===== config.mk =====
export PLATFORM = sky130hd
export DESIGN_NAME = audio_envelope_pwm
export DESIGN_NICKNAME = d
export VERILOG_FILES = /design/src/rtl/audio_pkg.sv /design/src/rtl/env_step_timer.sv /design/src/rtl/audio_envelope_pwm.sv
export SDC_FILE = /design/constraint.sdc
export NUM_CORES = 1
export LEC_CHECK = 0
export CAP_MARGIN = 20
export CORE_AREA = 2 2 64 66
export DETAILED_ROUTE_END_ITERATION = 10
export DIE_AREA = 0 0 66 68
export PLACE_DENSITY = 0.68
export SETUP_SLACK_MARGIN = 0.02
export SYNTH_ARGS = -nofsm -noshare
export SYNTH_HDL_FRONTEND = slang
export SYNTH_SLANG_ARGS = --single-unit

===== constraint.sdc =====
create_clock -name clk -period 2.1 [get_ports clk]
set_input_delay 0.42 -clock clk [delete_from_list [all_inputs] [get_ports clk]]
set_output_delay 0.42 -clock clk [all_outputs]
set_load 0.1 [all_outputs]

===== src/rtl/audio_pkg.sv =====
// Shared types and widths for the audio envelope/PWM output stage.
package audio_pkg;

    localparam int ENV_W = 4;
    localparam int PWM_W = 4;

    typedef enum logic [1:0] {
        IDLE    = 2'd0,
        ATTACK  = 2'd1,
        SUSTAIN = 2'd2,
        RELEASE = 2'd3
    } env_state_t;

    // One saturating step of the envelope level toward target (holds when equal).
    function automatic logic [ENV_W-1:0] step_toward(input logic [ENV_W-1:0] level,
                                                     input logic [ENV_W-1:0] target);
        logic [ENV_W-1:0] result;
        if (level < target) begin
            result = level + 4'd1;
        end else if (level > target) begin
            result = level - 4'd1;
        end else begin
            result = level;
        end
        return result;
    endfunction

endpackage


===== src/rtl/env_step_timer.sv =====
// Envelope step timer: counts 0..ENV_STEP_CYCLES-1 and pulses step at the terminal count.
module env_step_timer #(
    parameter int ENV_STEP_CYCLES = 100_000
) (
    input  logic clk,
    input  logic rst,
    input  logic clear,
    output logic step
);

    localparam int CNT_W = (ENV_STEP_CYCLES > 1) ? $clog2(ENV_STEP_CYCLES) : 1;
    localparam logic [CNT_W-1:0] TERM = CNT_W'(ENV_STEP_CYCLES - 1);

    logic [CNT_W-1:0] cnt_r;

    assign step = (cnt_r == TERM);

    // Step counter; clear wins so a new state always starts a full interval.
    always_ff @(posedge clk or posedge rst) begin
        if (rst) begin
            cnt_r <= '0;
        end else if (clear || step) begin
            cnt_r <= '0;
        end else begin
            cnt_r <= cnt_r + CNT_W'(1);
        end
    end

endmodule


===== src/rtl/audio_envelope_pwm.sv =====
// Tone output stage: ASR envelope gating plus PWM loudness scaling of the square wave.
module audio_envelope_pwm
    import audio_pkg::*;
#(
    parameter int CLK_HZ          = 100_000_000,
    parameter int ENV_STEP_CYCLES = 100_000
) (
    input  logic             clk,
    input  logic             rst,
    input  logic             tone_in,
    input  logic             gate,
    input  logic [ENV_W-1:0] volume,
    input  logic             mute,
    output logic             audio_out,
    output logic [ENV_W-1:0] env_level,
    output logic             busy
);

    env_state_t       state_r;
    env_state_t       state_nxt_s;
    logic [ENV_W-1:0] level_r;
    logic [ENV_W-1:0] level_nxt_s;
    logic [PWM_W-1:0] pwm_cnt_r;
    logic             tone_q_r;
    logic             audio_r;
    logic             busy_r;
    logic             step_s;
    logic             clear_s;

    // Timer restarts on every state change so each state gets full-length steps.
    assign clear_s = mute | (state_nxt_s != state_r);

    env_step_timer #(
        .ENV_STEP_CYCLES(ENV_STEP_CYCLES)
    ) u_step_timer (
        .clk  (clk),
        .rst  (rst),
        .clear(clear_s),
        .step (step_s)
    );

    // Envelope next-state and next-level logic; mute overrides every state.
    always_comb begin
        state_nxt_s = state_r;
        level_nxt_s = level_r;
        if (mute) begin
            state_nxt_s = IDLE;
            level_nxt_s = '0;
        end else begin
            case (state_r)
                IDLE: begin
                    if (gate && (volume != 4'd0)) begin
                        state_nxt_s = ATTACK;
                    end else begin
                        state_nxt_s = IDLE;
                    end
                end
                ATTACK: begin
                    if (!gate) begin
                        state_nxt_s = RELEASE;
                    end else if (level_r >= volume) begin
                        state_nxt_s = SUSTAIN;
                    end else if (step_s) begin
                        level_nxt_s = step_toward(level_r, volume);
                    end else begin
                        level_nxt_s = level_r;
                    end
                end
                SUSTAIN: begin
                    if (!gate) begin
                        state_nxt_s = RELEASE;
                    end else if (step_s) begin
                        level_nxt_s = step_toward(level_r, volume);
                    end else begin
                        level_nxt_s = level_r;
                    end
                end
                RELEASE: begin
                    // Retrigger resumes from the current level rather than from 0.
                    if (gate && (volume != 4'd0)) begin
                        state_nxt_s = ATTACK;
                    end else if (level_r == 4'd0) begin
                        state_nxt_s = IDLE;
                    end else if (step_s) begin
                        level_nxt_s = step_toward(level_r, 4'd0);
                    end else begin
                        level_nxt_s = level_r;
                    end
                end
                default: begin
                    state_nxt_s = IDLE;
                    level_nxt_s = '0;
                end
            endcase
        end
    end

    // Envelope state, level and busy flag registers.
    always_ff @(posedge clk or posedge rst) begin
        if (rst) begin
            state_r <= IDLE;
            level_r <= '0;
            busy_r  <= 1'b0;
        end else begin
            state_r <= state_nxt_s;
            level_r <= level_nxt_s;
            busy_r  <= (state_nxt_s != IDLE);
        end
    end

    // Tone input register, free-running PWM carrier and registered output.
    always_ff @(posedge clk or posedge rst) begin
        if (rst) begin
            tone_q_r  <= 1'b0;
            pwm_cnt_r <= '0;
            audio_r   <= 1'b0;
        end else begin
            tone_q_r  <= tone_in;
            pwm_cnt_r <= pwm_cnt_r + 4'd1;
            audio_r   <= tone_q_r & (pwm_cnt_r < level_r) & ~mute;
        end
    end

    assign audio_out = audio_r;
    assign env_level = level_r;
    assign busy      = busy_r;

endmodule


==> results.md <==
- Area share of the largest cell type after synthesis: 43.10%
- Failing checks: negative setup slack
- Via density: 5.368
- Top delay family on crit path: compound AO/OA/AOI/OAI gates
- Total vias in the final route: 1503
- Largest net degree at the start of global routing: 31
- Post-synthesis sequential area ratio: between 40% and 50%
- Startpoint Class: register
- Share of layout cells above drive strength 1: between 30% and 40%
- Non-Filler Instances: between 200 and 300
- Net Sw Power: 0.3435 mW
- TritonCTS buffer count: 5
- Rows: 23
- Number of instances in the placed design: 271
- Fin nets: 249
- Overall Power: about 1.3 mW
- Fin. Hold Viols: 0
- Root Buffer: clkbuf_8
- Status: finished, violations left
- Top post-synthesis cells by area: dfrtp_1 43%, ha_1 7.9%, nor2_1 6.5%
- Pwr per Cell Area: around 530 mW/mm^2
- Maximum vdd ir drop: 0.0004150 V
- Period minus WS final: 2155 ps
- Fmax: 464.1 MHz
- Clock share of power: a little under two fifths
- Global-route wire length before repair: 6.720 mm
- Fill cells: 311
- Core area: 0.003856 sq mm
- RSZ-0062 raised after global routing: yes
- Leading area contributor after synthesis: dfrtp_1
- Vias in the first global route: 1561
- Tcrit/Tclk final: 102.6%
- Antenna cells: 0
- Drt first pass iters: 4
- Setup total negative slack: -91.17 ps
- Sw Share: 26.65%
- Syn Inst Count: 183
- Final setup fails: 3
- Flop-to-flop setup slack: -50 ps
- Placer Congestion: 0.8297
- DIE WIDTH: roughly 66 um
- Combinational Power Share: 16.1%
- Flop pwr share: 46.8%
- WP data required: 2300 ps
- H-tree levels: 2
- Top_reg_cell synth: dfrtp_1
- Clock Path Buffers: 2
- Clock skew: 5.223 ps
- Initial antenna violation count: 0
- Final WS setup: -54.61 ps
- CTS tree: done
- Area of placed instances: 0.002238 sq mm
- Final wirelength: 4.194 mm
- Total die area: 0.004488 sq mm
- Post-synth EDFFs: 0
- Buf/Inv on CP: 0
- Int Pwr: 0.9452 mW
- Initial DRC count: 60
- Die H: 68 um
- Seq cells post-synth: 30
- Clock transition at path regs: ~60 ps
- Design Area, Final: between 0.002 and 0.0025 sq mm
- Setup Slack @ Placement: -530.4 ps
- CP max stage delay: 500 ps
- WL/cell: 14.98 um
- Count of different cell masters after synthesis: 39
- Slowest-stage cell, CP: dfrtp_4
- # DRC: 0
- Post-Syn Area: 0.001742 sq mm
- Syn Nets: 203
- Synth Area per Inst: 9.517 sq um
- Share of async-settable or async-resettable flops after synthesis: 100.0%
- Input/output buffers: 14
- Max-slew violation count: 0
- Remaining global-route overflow: 0
- Pleak: approximately 1.1 nW
- Crit-path cells: ha_4 -> nand2_1 -> o21ai_0 -> a311o_2 -> or4b_1 -> a21oi_2
- Total GRT Usage: 20.19%
- Worst Path Arrival: roughly 2400 ps
- Clk_lat worst skew: approximately 280 ps
- DRT antenna net count: 0
- Max Cap Viol: 0
- Worst slew margin: between 50 and 60%
- HPWL after DPL: 2.981 mm
- Critical Path Fanout Max: 5
- Finished Core Util: around 63%
- Clock sinks: 30
- P&R area growth vs syn: 38.43%
- Crit end category: register
- Hold-fix buffers at CTS: 0
- I/O pin count: 15
- Worst slew pin tran: 601.2 ps
- Yosys warning total: 0
- Initial Util: 45.17%
- Crit path kind: register to register
- Hold Path Class: register to register
- Worst hold slack: between 400 and 500 ps
path summary, 6_finish.rpt:
check | end | startpoint | depth (start not counted)
setup / recovery | env_level[1]$_DFFE_PP0P_ | env_level[3]$_DFFE_PP0P_ | 6
hold / removal | pwm_cnt_r[0]$_DFF_PP0_ | pwm_cnt_r[0]$_DFF_PP0_ | 1
setup reg to reg | env_level[1]$_DFFE_PP0P_ | env_level[3]$_DFFE_PP0P_ | 6
hold reg to reg | pwm_cnt_r[0]$_DFF_PP0_ | pwm_cnt_r[0]$_DFF_PP0_ | 1
max in group asynchronous | env_level[1]$_DFFE_PP0P_ | rst | 3
min in group asynchronous | pwm_cnt_r[0]$_DFF_PP0_ | rst | 3
layout make-up:
cell class | count | area [sq um] | area share, %
inverters | 15 | 58.81 | 2.439
repair buffers | 42 | 346.6 | 14.37
multi-input cells | 135 | 1087 | 45.10
clock buffers | 8 | 90.09 | 3.736
flip-flops and latches | 30 | 765.7 | 31.76
well taps | 50 | 62.56 | 2.595
logic make-up (layout without fill, tap and decap cells):
kind of cell | Yosys count | after routing | synth area share (%)
adders and majority gates | 11 | 11 | 7.902
AOI/OAI and AO/OA | 27 | 27 | 10.85
buffers and inverters | 18 | 65 | 4.023
and+or+nand+nor | 76 | 76 | 23.20
xor gates and xnor gates | 18 | 18 | 9.052
muxes | 3 | 3 | 1.868
DFF | 30 | 30 | 43.10
placed cells by master, fill, tap and decap left out, drive strengths merged:
cell	instances
xor2	12
mux2i	1
mux2	2
o41ai	1
clkbuf	8
o311ai	2
nand2b	1
or3b	2
and3	2
o2111ai	1
inv	15
a21oi	6
or4b	1
a211o	1
a22oi	2
dfrtp	30
buf	34
and4b	1
or3	3
xnor2	6
or2	1
nor2	30
ha	11
a211oi	3
nand3	7
nor3b	1
nand4	5
o21a	1
and4	2
a311o	1
nand2	12
nor2b	3
o211a	1
dlygate4sd2	4
o21ai	7
clkdlybuf4s50	4
nor3	3
nor4b	2
a21boi	1
what timing repair did:
| item | CTS | global route |
|---|---|---|
| cloned | 0 | 0 |
| setup buffers | 1 | 0 |
| gates resized for setup | 15 | 10 |
| pin swaps | 6 | 4 |
| endpoints found under the setup margin | 23 | 22 |
cell usage after synthesis (3+ instances only):
library cell / count
nand2_1: 12
ha_1: 11
dfrtp_1: 30
inv_1: 15
xor2_1: 12
a211oi_1: 3
nor2b_1: 3
xnor2_1: 6
nor3_1: 3
nand4_1: 5
nand3_1: 7
o21ai_0: 7
nor2_1: 30
a21oi_1: 6
routing by layer:
metal / vias to the layer above / track usage, % / part of all wire [%]
met2: 24 / 36.36 / 53
li1: 723 / - / -
met4: 0 / 11.99 / 3.2
met5: - / 0 / 0
met3: 11 / 4.112 / 2.5
met1: 745 / 22.07 / 41
sequential cells by signal (all words and copies together), names as in the netlist:
name                flops
audio_out               1
env_level               4
u_step_timer.cnt_r     17
state_r                 2
tone_q_r                1
busy                    1
pwm_cnt_r               4
power groups by stage:
stage / sequential [mW] / combinational, mW / clock [mW]
floorplan: 0.634 / 0.0947 / 0
global placement: 0.613 / 0.184 / 0
detailed placement: 0.614 / 0.194 / 0
CTS: 0.604 / 0.204 / 0.485
global route: 0.606 / 0.226 / 0.514
finish: 0.604 / 0.207 / 0.478
Power figures use the tool's default switching activity.
